`src/rtl/fp_mult_pipe.sv`:
```
// fp_mult_pipe: 3-stage pipelined floating-point multiplier (IEEE-like format).
// S1 unpack/classify, S2 significand multiply, S3 normalise/round/pack.
// Ports: clk, rst_n (async, active-low), in_valid/in_ready, a, b,
//        out_valid/out_ready, out, flags = {invalid, overflow, underflow, inexact}.
// Optional macro FP_MULT_RNE_EN: round-to-nearest-even (default truncates).
// Subnormal inputs are flushed to signed zero.
module fp_mult_pipe #(
  parameter int EXP_W = 8,
  parameter int MAN_W = 23
) (
  input  logic                       clk,
  input  logic                       rst_n,
  input  logic                       in_valid,
  output logic                       in_ready,
  input  logic [EXP_W+MAN_W:0]       a,
  input  logic [EXP_W+MAN_W:0]       b,
  output logic                       out_valid,
  input  logic                       out_ready,
  output logic [EXP_W+MAN_W:0]       out,
  output logic [3:0]                 flags
);

  localparam int SW     = MAN_W + 1;
  localparam int PW     = 2 * SW;
  localparam int XW     = EXP_W + 2;
  localparam int BIAS_I = (1 << (EXP_W - 1)) - 1;
  localparam int EMAX_I = (1 << EXP_W) - 1;

  localparam logic signed [XW-1:0] BIAS   = XW'(BIAS_I);
  localparam logic signed [XW-1:0] EMAX_S = XW'(EMAX_I);
  localparam logic signed [XW-1:0] ONE_S  = XW'(1);
  localparam logic signed [XW-1:0] ZERO_S = '0;
  localparam logic [EXP_W-1:0]     EMAX   = '1;

  typedef enum logic [1:0] {
    K_NUM,
    K_NAN,
    K_INF,
    K_ZERO
  } kind_t;

  logic stall;
  logic adv;

  assign stall    = out_valid && !out_ready;
  assign in_ready = !stall;
  assign adv      = !stall;

  // ---------------- S1: unpack / classify ----------------
  logic             sa, sb;
  logic [EXP_W-1:0] ea, eb;
  logic [MAN_W-1:0] fa, fb;

  assign {sa, ea, fa} = a;
  assign {sb, eb, fb} = b;

  logic a_max, b_max, a_zero, b_zero;
  logic a_nan, b_nan, a_inf, b_inf;
  logic is_nan, is_inf, is_zero;

  assign a_max  = &ea;
  assign b_max  = &eb;
  assign a_zero = ~|ea;
  assign b_zero = ~|eb;
  assign a_nan  = a_max && |fa;
  assign b_nan  = b_max && |fb;
  assign a_inf  = a_max && ~|fa;
  assign b_inf  = b_max && ~|fb;

  assign is_nan  = a_nan || b_nan
                || (a_inf && b_zero)
                || (a_zero && b_inf);
  assign is_inf  = !is_nan && (a_inf || b_inf);
  assign is_zero = !is_nan && !is_inf
                && (a_zero || b_zero);

  kind_t kind;

  always_comb begin
    kind = K_NUM;
    unique case (1'b1)
      is_nan:  kind = K_NAN;
      is_inf:  kind = K_INF;
      is_zero: kind = K_ZERO;
      default: kind = K_NUM;
    endcase
  end

  logic signed [XW-1:0] exp_sum;

  assign exp_sum = $signed({2'b00, ea})
                 + $signed({2'b00, eb})
                 - BIAS;

  logic                 s1_valid;
  logic                 s1_sign;
  kind_t                s1_kind;
  logic signed [XW-1:0] s1_exp;
  logic [SW-1:0]        s1_siga;
  logic [SW-1:0]        s1_sigb;

  always_ff @(posedge clk or negedge rst_n) begin
    if (!rst_n) begin
      s1_valid <= 1'b0;
      s1_sign  <= 1'b0;
      s1_kind  <= K_NUM;
      s1_exp   <= '0;
      s1_siga  <= '0;
      s1_sigb  <= '0;
    end else if (adv) begin
      s1_valid <= in_valid;
      s1_sign  <= sa ^ sb;
      s1_kind  <= kind;
      s1_exp   <= exp_sum;
      s1_siga  <= {1'b1, fa};
      s1_sigb  <= {1'b1, fb};
    end
  end

  // ---------------- S2: significand multiply ----------------
  logic                 s2_valid;
  logic                 s2_sign;
  kind_t                s2_kind;
  logic signed [XW-1:0] s2_exp;
  logic [PW-1:0]        s2_prod;

  always_ff @(posedge clk or negedge rst_n) begin
    if (!rst_n) begin
      s2_valid <= 1'b0;
      s2_sign  <= 1'b0;
      s2_kind  <= K_NUM;
      s2_exp   <= '0;
      s2_prod  <= '0;
    end else if (adv) begin
      s2_valid <= s1_valid;
      s2_sign  <= s1_sign;
      s2_kind  <= s1_kind;
      s2_exp   <= s1_exp;
      s2_prod  <= s1_siga * s1_sigb;
    end
  end

  // ---------------- S3: normalise / round / pack ----------------
  // Product of two [1,2) significands lies in [1,4); the top bit
  // selects which window holds the kept mantissa.
  logic [MAN_W-1:0]     man_n;
  logic                 guard;
  logic                 sticky;
  logic signed [XW-1:0] exp_n;

  always_comb begin
    man_n  = '0;
    guard  = 1'b0;
    sticky = 1'b0;
    exp_n  = s2_exp;
    if (s2_prod[PW-1]) begin
      man_n  = s2_prod[PW-2 -: MAN_W];
      guard  = s2_prod[MAN_W];
      sticky = |s2_prod[MAN_W-1:0];
      exp_n  = s2_exp + ONE_S;
    end else begin
      man_n  = s2_prod[PW-3 -: MAN_W];
      guard  = s2_prod[MAN_W-1];
      sticky = |s2_prod[MAN_W-2:0];
    end
  end

  logic inexact;
  logic rnd_up;

  assign inexact = guard | sticky;

`ifdef FP_MULT_RNE_EN
  assign rnd_up = guard & (sticky | man_n[0]);
`else
  assign rnd_up = 1'b0;
`endif

  // Carry out of the mantissa leaves it all-zero and bumps the exponent.
  logic [MAN_W:0]       man_r;
  logic signed [XW-1:0] exp_f;
  logic                 ovf;
  logic                 unf;

  assign man_r = {1'b0, man_n}
               + {{MAN_W{1'b0}}, rnd_up};
  assign exp_f = exp_n
               + $signed({{(XW-1){1'b0}}, man_r[MAN_W]});
  assign ovf   = exp_f >= EMAX_S;
  assign unf   = exp_f <= ZERO_S;

  logic [EXP_W+MAN_W:0] res;
  logic [3:0]           flg;

  always_comb begin
    res = '0;
    flg = 4'b0000;
    unique case (s2_kind)
      K_NAN: begin
        res = {1'b0, EMAX, 1'b1, {(MAN_W-1){1'b0}}};
        flg = 4'b1000;
      end
      K_INF: begin
        res = {s2_sign, EMAX, {MAN_W{1'b0}}};
      end
      K_ZERO: begin
        res = {s2_sign, {(EXP_W+MAN_W){1'b0}}};
      end
      default: begin
        if (ovf) begin
          res = {s2_sign, EMAX, {MAN_W{1'b0}}};
          flg = 4'b0101;
        end else if (unf) begin
          res = {s2_sign, {(EXP_W+MAN_W){1'b0}}};
          flg = 4'b0011;
        end else begin
          res = {s2_sign, exp_f[EXP_W-1:0],
                 man_r[MAN_W-1:0]};
          flg = {3'b000, inexact};
        end
      end
    endcase
  end

  always_ff @(posedge clk or negedge rst_n) begin
    if (!rst_n) begin
      out_valid <= 1'b0;
      out       <= '0;
      flags     <= 4'b0000;
    end else if (adv) begin
      out_valid <= s2_valid;
      out       <= res;
      flags     <= flg;
    end
  end

endmodule

```
`config.mk`:
```
export PLATFORM = sky130hd
export DESIGN_NAME = fp_mult_pipe
export DESIGN_NICKNAME = d
export VERILOG_FILES = /design/src/rtl/fp_mult_pipe.sv
export SDC_FILE = /design/constraint.sdc
export NUM_CORES = 2
export LEC_CHECK = 0
export CAP_MARGIN = 20
export CORE_ASPECT_RATIO = 0.6
export CORE_MARGIN = 2
export CORE_UTILIZATION = 30
export CTS_BUF_LIST = sky130_fd_sc_hd__clkbuf_8
export CTS_CLUSTER_DIAMETER = 60
export CTS_CLUSTER_SIZE = 8
export DETAILED_ROUTE_END_ITERATION = 6
export SYNTH_ARGS = -nofsm -noshare
export SYNTH_HDL_FRONTEND = slang
export SYNTH_SLANG_ARGS = --single-unit
```
`constraint.sdc`:
```
create_clock -name clk -period 6.05 [get_ports clk]
set_input_delay 0.605 -clock clk [delete_from_list [all_inputs] [get_ports clk]]
set_output_delay 0.605 -clock clk [all_outputs]
set_load 0.05 [all_outputs]
```
# [After elaboration in Yosys (flattened, before gate mapping)]
# Cells that the tools add are included.
[totals] input_bits=68 elab_cells=68 register_bits=161 output_inout_bits=38
[op_classes] n_reduce_logical=32 n_mul=1 bitwise=2 mux=11 magnitude_cmp=2 addsub=3 n_eq_ne=3
[ops] cell="one-hot mux 32 bit (3 select lines)" count=1
[ops] cell="OR reduction 23 bit" count=3
[ops] cell="two-way mux 31 bit" count=2
[ops] cell="multiplier 24 x 24 -> 48 bit" count=1
[ops] cell="two-way mux 23 bit" count=1
[ops] cell="OR reduction 22 bit" count=1
[ops] cell="AND reduction 8 bit" count=2
[ops] cell="OR reduction 8 bit" count=2
[ops] cell="adder 10 x 2 -> 10 bit (second input constant)" count=1
[ops] cell=">= comparator 10 x 9 -> 1 bit (second input constant)" count=1
[ops] cell="<= comparator 10 x 1 -> 1 bit (second input constant)" count=1
[ops] cell="logical AND 1 bit" count=10
[ops] cell="two-way mux 10 bit" count=1
[ops] cell="subtractor 9 x 7 -> 10 bit (second input constant)" count=1
[ops] cell="adder 8 x 8 -> 9 bit" count=1
[ops] cell="zero test 1 bit" count=8
[ops] cell="one-hot mux 4 bit (2 select lines)" count=1
[ops] cell="one-hot mux 2 bit (3 select lines)" count=1
[ops] cell="logical OR 1 bit" count=5
[ops] cell="equality test 2 bit (second input constant)" count=2
[ops] cell="two-way mux 3 bit" count=1
[ops] cell="equality test 2 x 1 -> 1 bit (second input constant)" count=1
[ops] cell="two-way mux 1 bit" count=2
[ops] cell="two-way mux 2 bit" count=1
[ops] cell="3 further kinds" count=3

# [Depth between registers and ports, before layout]
[logic_depth] ltp_word=12 depth_mapped=28 mapped_depth_nobuf=25

# [Worst setup path before layout]
# Ideal clock, no wire load.
[synth_path] kind="register -> register" start="register s1_sigb[3]" end="register s2_prod[43]" t_required_ns=5.920 setup_slack_ns=-0.457 synth_period_minus_slack_ns=6.507 path_stages_with_launch=26 arrival_time_ns=6.377 path_cell_list="dfrtp_1 > clkbuf_1 > clkbuf_1 > nand2_1 > fa_1 > inv_1 > fa_1 > inv_1 > fa_1 > inv_1 > fa_1 > fa_1 > fa_1 > inv_1 > fa_1 > inv_1 > ha_1 > a21oi_2 > nand3b_1 > o22ai_1 > a211oi_2 > o31ai_2 > a22oi_2 > a311oi_1 > xor2_1 > o21ai_1"
[synth_via] elab_chain_len=1
[synth_rtl] element="start, declared" line_no="100" source="logic [SW-1:0] s1_sigb;"
[synth_rtl] element="start signal, assigned" line_no="116" source="s1_sigb <= {1'b1, fb};"
[synth_rtl] element="multiplier 24 x 24 -> 48 bit" line_no="139" source="s2_prod <= s1_siga * s1_sigb;"
[synth_rtl] element="end signal, assigned" line_no="139"
[synth_rtl] element="end, declared" line_no="125" source="logic [PW-1:0] s2_prod;"
# Every way passes these cells.
# A chain may end at the register's enable or synchronous reset.

# [Worst setup path after layout]
[layout_path] start="register s1_siga[17]" end="register s2_prod[43]"
[layout_via] elab_chain_len=1
[layout_rtl] element="start, declared" line_no="99" source="logic [SW-1:0] s1_siga;"
[layout_rtl] element="start signal, assigned" line_no="115" source="s1_siga <= {1'b1, fa};"
[layout_rtl] element="multiplier 24 x 24 -> 48 bit" line_no="139"
# Every way passes these cells.

==> flow_summary_export.csv <==
group,metric,value,unit
logic_synthesis,syn_avg_cell_area,8.898,um2
timing,setup_slack,-0.6013,ns
cts,cts_hold_buffers,0,
route,postRouteAntennaNets,0,
job,maxCapViolCount,0,
worst_setup_path,worstSetupPathType,"reg -> reg",
finish,stdcell_count,4398,
die,row_count,83,
timing,fin_setup_tns,-11.53,ns
timing,tightestPinTransition,1.123,ns
logic_synthesis,syn_area,0.02608,mm2
worst_setup_path,arrival,7.06,ns
route,avgRoutedWirePerCell,17.24,um
placed_design,placed_cells_incl_taps,4307,
route,routed_wl,75.84,mm
logic_synthesis,yosys_warnings,0,
finish,nFillCells,8653,
logic_synthesis,synth_top_area_share,37.07,%
cts,cts_root_buf,"clkbuf_8",
logic_synthesis,ys_top_cells_by_area,"fa_1, dfrtp_1, ha_1",
timing,max_freq,0.1503,GHz
finish,regArea,0.004019,mm2
worst_setup_path,cp.required,6.46,ns
finish,drive_gt1_share,18.44,%
die,die_h,232.4,um
cts,clock_latency,0.56,ns
min_path,hold_class,"in -> async",
global_route,overflow,0,
route,route.detailed.drc,4,
placed_design,port_buffers,105,
die,core,0.08578,mm2
global_route,antenna_found_initial,1,
route,drt_pass1_iterations,7,
cts,cts_sinks,160,
timing,rsz0062_at_grt,"yes",
worst_setup_path,critPathLaunchType,"register",
cts,numCtsBuffers,17,
timing,skew,0.02583,ns
worst_setup_path,crit_fanout,6,
die,die_area,0.08939,mm2
logic_synthesis,synth_ff_type,"dfrtp_1",
placed_design,hpwl,61.88,mm
run_status,status,"finished with violations",
timing,worst_slew_margin_rel,24.47,%
run_status,violations,"design-rule violations, negative setup slack",
timing,slew_violations,0,
cts,cts.htree.levels,4,
worst_setup_path,cp_common_cell,"fa_1",
logic_synthesis,yosysTopAreaCell,"fa_1",
placed_design,placed_cell_area,0.03072,mm2
route,vias,20230,
logic_synthesis,synth_edf_count,0,
die,ios,106,
finish,areaGrowthSynthToFinish,24.90,%
cts,clk_path_buf_depth,2,
placed_design,gp_congestion,0.9038,
worst_setup_path,critPathSlowestCell,"fa_1",
timing,finalCritPeriodShare,109.9,%
cts,cts.clk_slew.worst_paths,0.13,ns
logic_synthesis,yosysSeqAreaShare,15.35,%
die,die-width,384.7,um
logic_synthesis,synthCells,2931,
global_route,grt_pass1_wl,121.3,mm
finish,multi_input_area,0.02029,mm2
global_route,track_usage,17.66,%
timing,fin_crit,6.651,ns
route,via_per_inst,4.599,
global_route,first_global_vias,20660,
logic_synthesis,synthArstFlopShare,100.0,%
route,dr.first_iter.drc_count,1531,
logic_synthesis,yosysUniqueCellTypes,68,
finish,nNetsFinal,3981,
logic_synthesis,synth_nets,3676,
timing,setup_viol,30,
logic_synthesis,synth-seq-cells,160,
worst_setup_path,worst_path_largest_cell_delay,0.53,ns
timing,finalHoldViolCount,0,
finish,finalInstanceArea,0.03258,mm2
cts,cts_tree,"yes",
global_route,grt_max_degree,83,
worst_setup_path,crit_path_end_kind,"register",
die,initial_utilization,30.40,%
-- critical path: cells and delay by family (launching register included) --
family,cells,cell delay (ns)
AOI/OAI and AO/OA,6,0.98
DFF,1,0.42
and+or+nand+nor,3,0.33
adders and majority gates,8,3.70
buffers and inverters,9,0.87
xor gates and xnor gates,1,0.18
-- cell families (layout without fill, tap and decap cells) --
| family | count (synthesis) | in the layout | synth area share [%] |
|---|---|---|---|
| other | 0 | 2 | 0 |
| buffers and inverters | 729 | 1047 | 10.60 |
| adder cells (fa/ha/maj) | 677 | 677 | 46.38 |
| XOR/XNOR | 57 | 57 | 1.914 |
| multiplexers | 26 | 26 | 1.007 |
| AND/OR/NAND/NOR | 1042 | 1042 | 18.83 |
| AO/OA/AOI/OAI | 240 | 240 | 5.920 |
| flip-flops | 160 | 160 | 15.35 |
-- flip-flops by register name (all words and copies together) (netlist names) --
name / cells
s1_sigb: 23
s2_kind: 2
s1_valid: 1
s2_sign: 1
s2_prod: 48
flags: 4
out: 32
s1_kind: 2
s1_sign: 1
s2_exp: 10
s2_valid: 1
s1_exp: 10
out_valid: 1
s1_siga: 24
-- routing by layer --
metal / vias up / track usage, % / share of wire, %
li1: 9413 / - / -
met1: 10160 / 27.78 / 50
met2: 622 / 23.48 / 39
met3: 33 / 5.868 / 9.9
met4: 0 / 2.039 / 0.57
met5: - / 0 / 0
-- final cells by class --
| cell class | count | share of cell area [%] |
|---|---|---|
| Antenna cell | 2 | 0.01536 |
| Clock buffer | 17 | 0.7182 |
| Clock inverter | 15 | 0.5454 |
| Inverter | 577 | 6.664 |
| Multi-Input combinational cell | 2042 | 62.29 |
| Sequential cell | 160 | 12.34 |
| Tap cell | 1147 | 4.405 |
| Timing Repair Buffer | 438 | 13.02 |
-- worst paths after layout --
path	from	end	slack, ns	cells past startpoint
worst min-delay path	rst_n	out[18]	0.10	1
max in group asynchronous	rst_n	s2_prod[2]	4.71	2
worst max-delay path	s1_siga[17]	s2_prod[43]	-0.60	27
min in group clk	s2_valid	s2_valid	0.46	2
worst min register to register	s2_valid	s2_valid	0.46	2
worst max register to register	s1_siga[17]	s2_prod[43]	-0.60	27
-- cells in the mapped netlist, types with 3 or more instances --
| library cell | instances |
|---|---|
| nand2_1 | 580 |
| inv_1 | 576 |
| fa_1 | 483 |
| and2_1 | 286 |
| ha_1 | 194 |
| dfrtp_1 | 160 |
| clkbuf_1 | 145 |
| a21oi_1 | 88 |
| nor2_1 | 63 |
| o21ai_0 | 45 |
| xnor2_1 | 32 |
| xor2_1 | 25 |
| mux2i_1 | 24 |
| nand4_1 | 22 |
| nor4_1 | 21 |
| a21o_1 | 18 |
| nand3_1 | 17 |
| o21ai_1 | 13 |
| nor3_1 | 12 |
| and3_1 | 10 |
| o21ai_2 | 10 |
| nand2b_1 | 9 |
| a221o_1 | 8 |
| nor2b_1 | 8 |
| o21bai_1 | 8 |
| a31oi_1 | 6 |
| o21a_1 | 5 |
| buf_2 | 4 |
| a211o_1 | 3 |
| a31o_2 | 3 |
| buf_6 | 3 |
| o22ai_1 | 3 |
-- stage by stage --
step / hold WS (ns) / worst slack (ns) / utilization [%]
final: 0.1046 / -0.6013 / 37.98
after global routing: 0.1279 / -0.8061 / 37.97
after CTS: 0.09144 / -0.5752 / 37.65
after detailed placement: 0.4468 / -0.8201 / 35.81
after global placement: 0.4439 / -0.7526 / 35.81
after floorplan: 0.3094 / -0.01010 / -
-- repair_timing --
item / CTS / global route
endpoints found under the setup margin: 31 / 34
pin swaps: 124 / 56
resized for setup: 208 / 48
gates cloned: 2 / 0
setup buffers: 45 / 12
-- layout by cell type (no fill, tap or decap), types with 27 or more instances in the layout --
cell type | netlist | routed
a21oi_1 | 88 | 65
and2_1 | 286 | 271
buf_12 | 0 | 39
buf_4 | 0 | 251
buf_6 | 3 | 38
clkdlybuf4s50_1 | 0 | 104
dfrtp_1 | 160 | 148
fa_1 | 483 | 459
ha_1 | 194 | 169
inv_1 | 576 | 543
inv_2 | 1 | 32
nand2_1 | 580 | 566
nor2_1 | 63 | 54
o21ai_0 | 45 | 27
xnor2_1 | 32 | 27
Power is left out: the tool's default activity adds up to more than one toggle a clock period on the data nets, which glitch-free logic cannot reach.
==> RTL edit (same settings) <==
Remove the case item `K_ZERO` of the case on `s2_kind`.
--- a/src/rtl/fp_mult_pipe.sv
+++ b/src/rtl/fp_mult_pipe.sv
@@ -204,7 +204,4 @@
         res = {s2_sign, EMAX, {MAN_W{1'b0}}};
       end
-      K_ZERO: begin
-        res = {s2_sign, {(EXP_W+MAN_W){1'b0}}};
-      end
       default: begin
         if (ovf) begin
Behaviour: not the same (Yosys sat finds a counterexample within 4 cycles, from zero or initial values and one cycle with rst_n low).
==> RTL edit against the unedited design <==
The flow finishes with violations (setup timing); via count fell by 1.5%; sequential cell count stayed put; worst setup slack worse by 120 ps; final cell count is 0.93% lower; routed wire length fell by 5.5%; area after synthesis decreased by 0.73%; final area decreased by 1.8%; critical path depth rose by 1; clock skew increased by 8.1 ps; worst hold slack worse by 28 ps; largest cell class unchanged.
Power is not shown: default switching activity piles up to over one toggle a cycle in this logic, so the estimate is an artifact.
==> RTL edit: results (changes against the unedited design) <==
outcome - complete, but fails checks
failing checks - setup timing
share of the yosys chip area belonging to registers - 15.46% (+0.11 points)
CP Max Fanout - 6 (unchanged)
vias - 19930 (-1.5%)
pin count of the biggest net entering global routing - 93 (+12%)
Least-Margin Pin Slew - 1073 ps (-50.06 ps)
origin of the worst setup path - s1_sigb[6]
RePlAce Congestion - 0.8831 (-2.3%)
Post-Syn Instances - 2914 (-0.58%)
hpwl dp - 58670 um (-5.2%)
placed insts - 4274 (-0.77%)
via/cell ratio - 4.574 (-0.54%)
clock tree buffer depth - 2 (unchanged)
CTS Buf Count - 17 (unchanged)
top cells by area, synth - fa_1 37%, dfrtp_1 15%, ha_1 9.3%, nand2_1 8.6%, inv_1 8.3%
first-pass GRT wire length - 115900 um (-4.5%)
Largest regs - s2_prod: 48 flops, out: 32 flops, s1_siga: 24 flops
setup violators final - 29 (-3.3%)
Post-synth top cells - 593 x nand2_1, 570 x inv_1, 483 x fa_1
Synth Net Count - 3657 (-0.52%)
post-synth cell types - 64 (-5.9%)
initial antenna violation count - 0 (-1)
wire per inst - 16.45 um (-4.6%)
Tot GR Track Use - 16.67% (-0.99 points)
drt initial violations - 1383 (-9.7%)
Final #Nets - 3941 (-1.0%)
Setup Skew - 33.89 ps (+8.059 ps)
setup slack after layout - -724.1 ps (-122.8 ps)
layout cells sized above 1 - 16.52% (-1.9 points)
fraction of registers with async set or reset after synthesis - 100.0% (unchanged)
setup TNS - -14070 ps (-2537 ps)
# fillers - 8629 (-0.28%)
RTL edit: cell families (layout without fill, tap and decap cells):
family / count (synthesis) / after routing / synth area share, %
compound gates: 226 / 226 / 5.524
buf+inv: 722 / 1017 / 10.51
xor+xnor: 57 / 57 / 1.928
mux: 25 / 25 / 0.9714
simple gates: 1049 / 1049 / 18.98
other cells: 0 / 1 / 0
fa+ha+maj: 675 / 675 / 46.63
flops: 160 / 160 / 15.46
RTL edit: per-layer routing:
| metal | wire length, um | global-route usage (%) | part of all wire [%] | vias to the layer above |
|---|---|---|---|---|
| li1 | - | - | - | 9250 |
| met3 | 5678 | 3.820 | 7.9 | 35 |
| met1 | 36920 | 26.70 | 52 | 10110 |
| met5 | 0 | 0 | 0 | - |
| met4 | 419 | 1.944 | 0.58 | 0 |
| met2 | 28670 | 22.87 | 40 | 530 |
RTL edit: area by class of cell:
cell class	count	area share, %
diodes	1	0.007822
clock buffers	18	0.7744
clock inverters	12	0.5710
inverters	571	6.707
multi-input cells	2032	62.34
flip-flops and latches	160	12.60
well taps	1147	4.486
repair buffers	416	12.52
RTL edit: worst paths after layout:
path | end | cells after the start
setup / recovery | s2_prod[27] | 28
hold / removal | out[18] | 1
hold reg to reg | s2_sign | 2
min in group clk | s2_sign | 2
setup reg to reg | s2_prod[27] | 28
max in group asynchronous | s1_sigb[3] | 2
RTL edit: what timing repair did:
action                                  CTS  global route
resized for setup                       152            67
buffers inserted                         36            16
hold buffers                              0             0
endpoints found under the setup margin   33            35
gates cloned                              0             2
pin swaps                               112            73
RTL edit: through the flow:
stage,cell area (um2),hold WS [ps],setup WS [ps]
6_report,31990,76.25,-724.1
5_1_grt,31990,119.2,-928.1
4_1_cts,31560,93.38,-730.2
3_5_place_dp,30260,457.6,-903.4
3_3_place_gp,30260,440.8,-835.9
2_1_floorplan,26260,309.4,-308.6
RTL edit: worst max-delay path, delay by kind of cell, from the launching register on:
| kind | cells | cell delay, ps |
|---|---|---|
| compound gates | 8 | 1270 |
| xor+xnor | 1 | 180 |
| fa+ha+maj | 8 | 3670 |
| buf+inv | 9 | 690 |
| flops | 1 | 410 |
| simple gates | 2 | 380 |
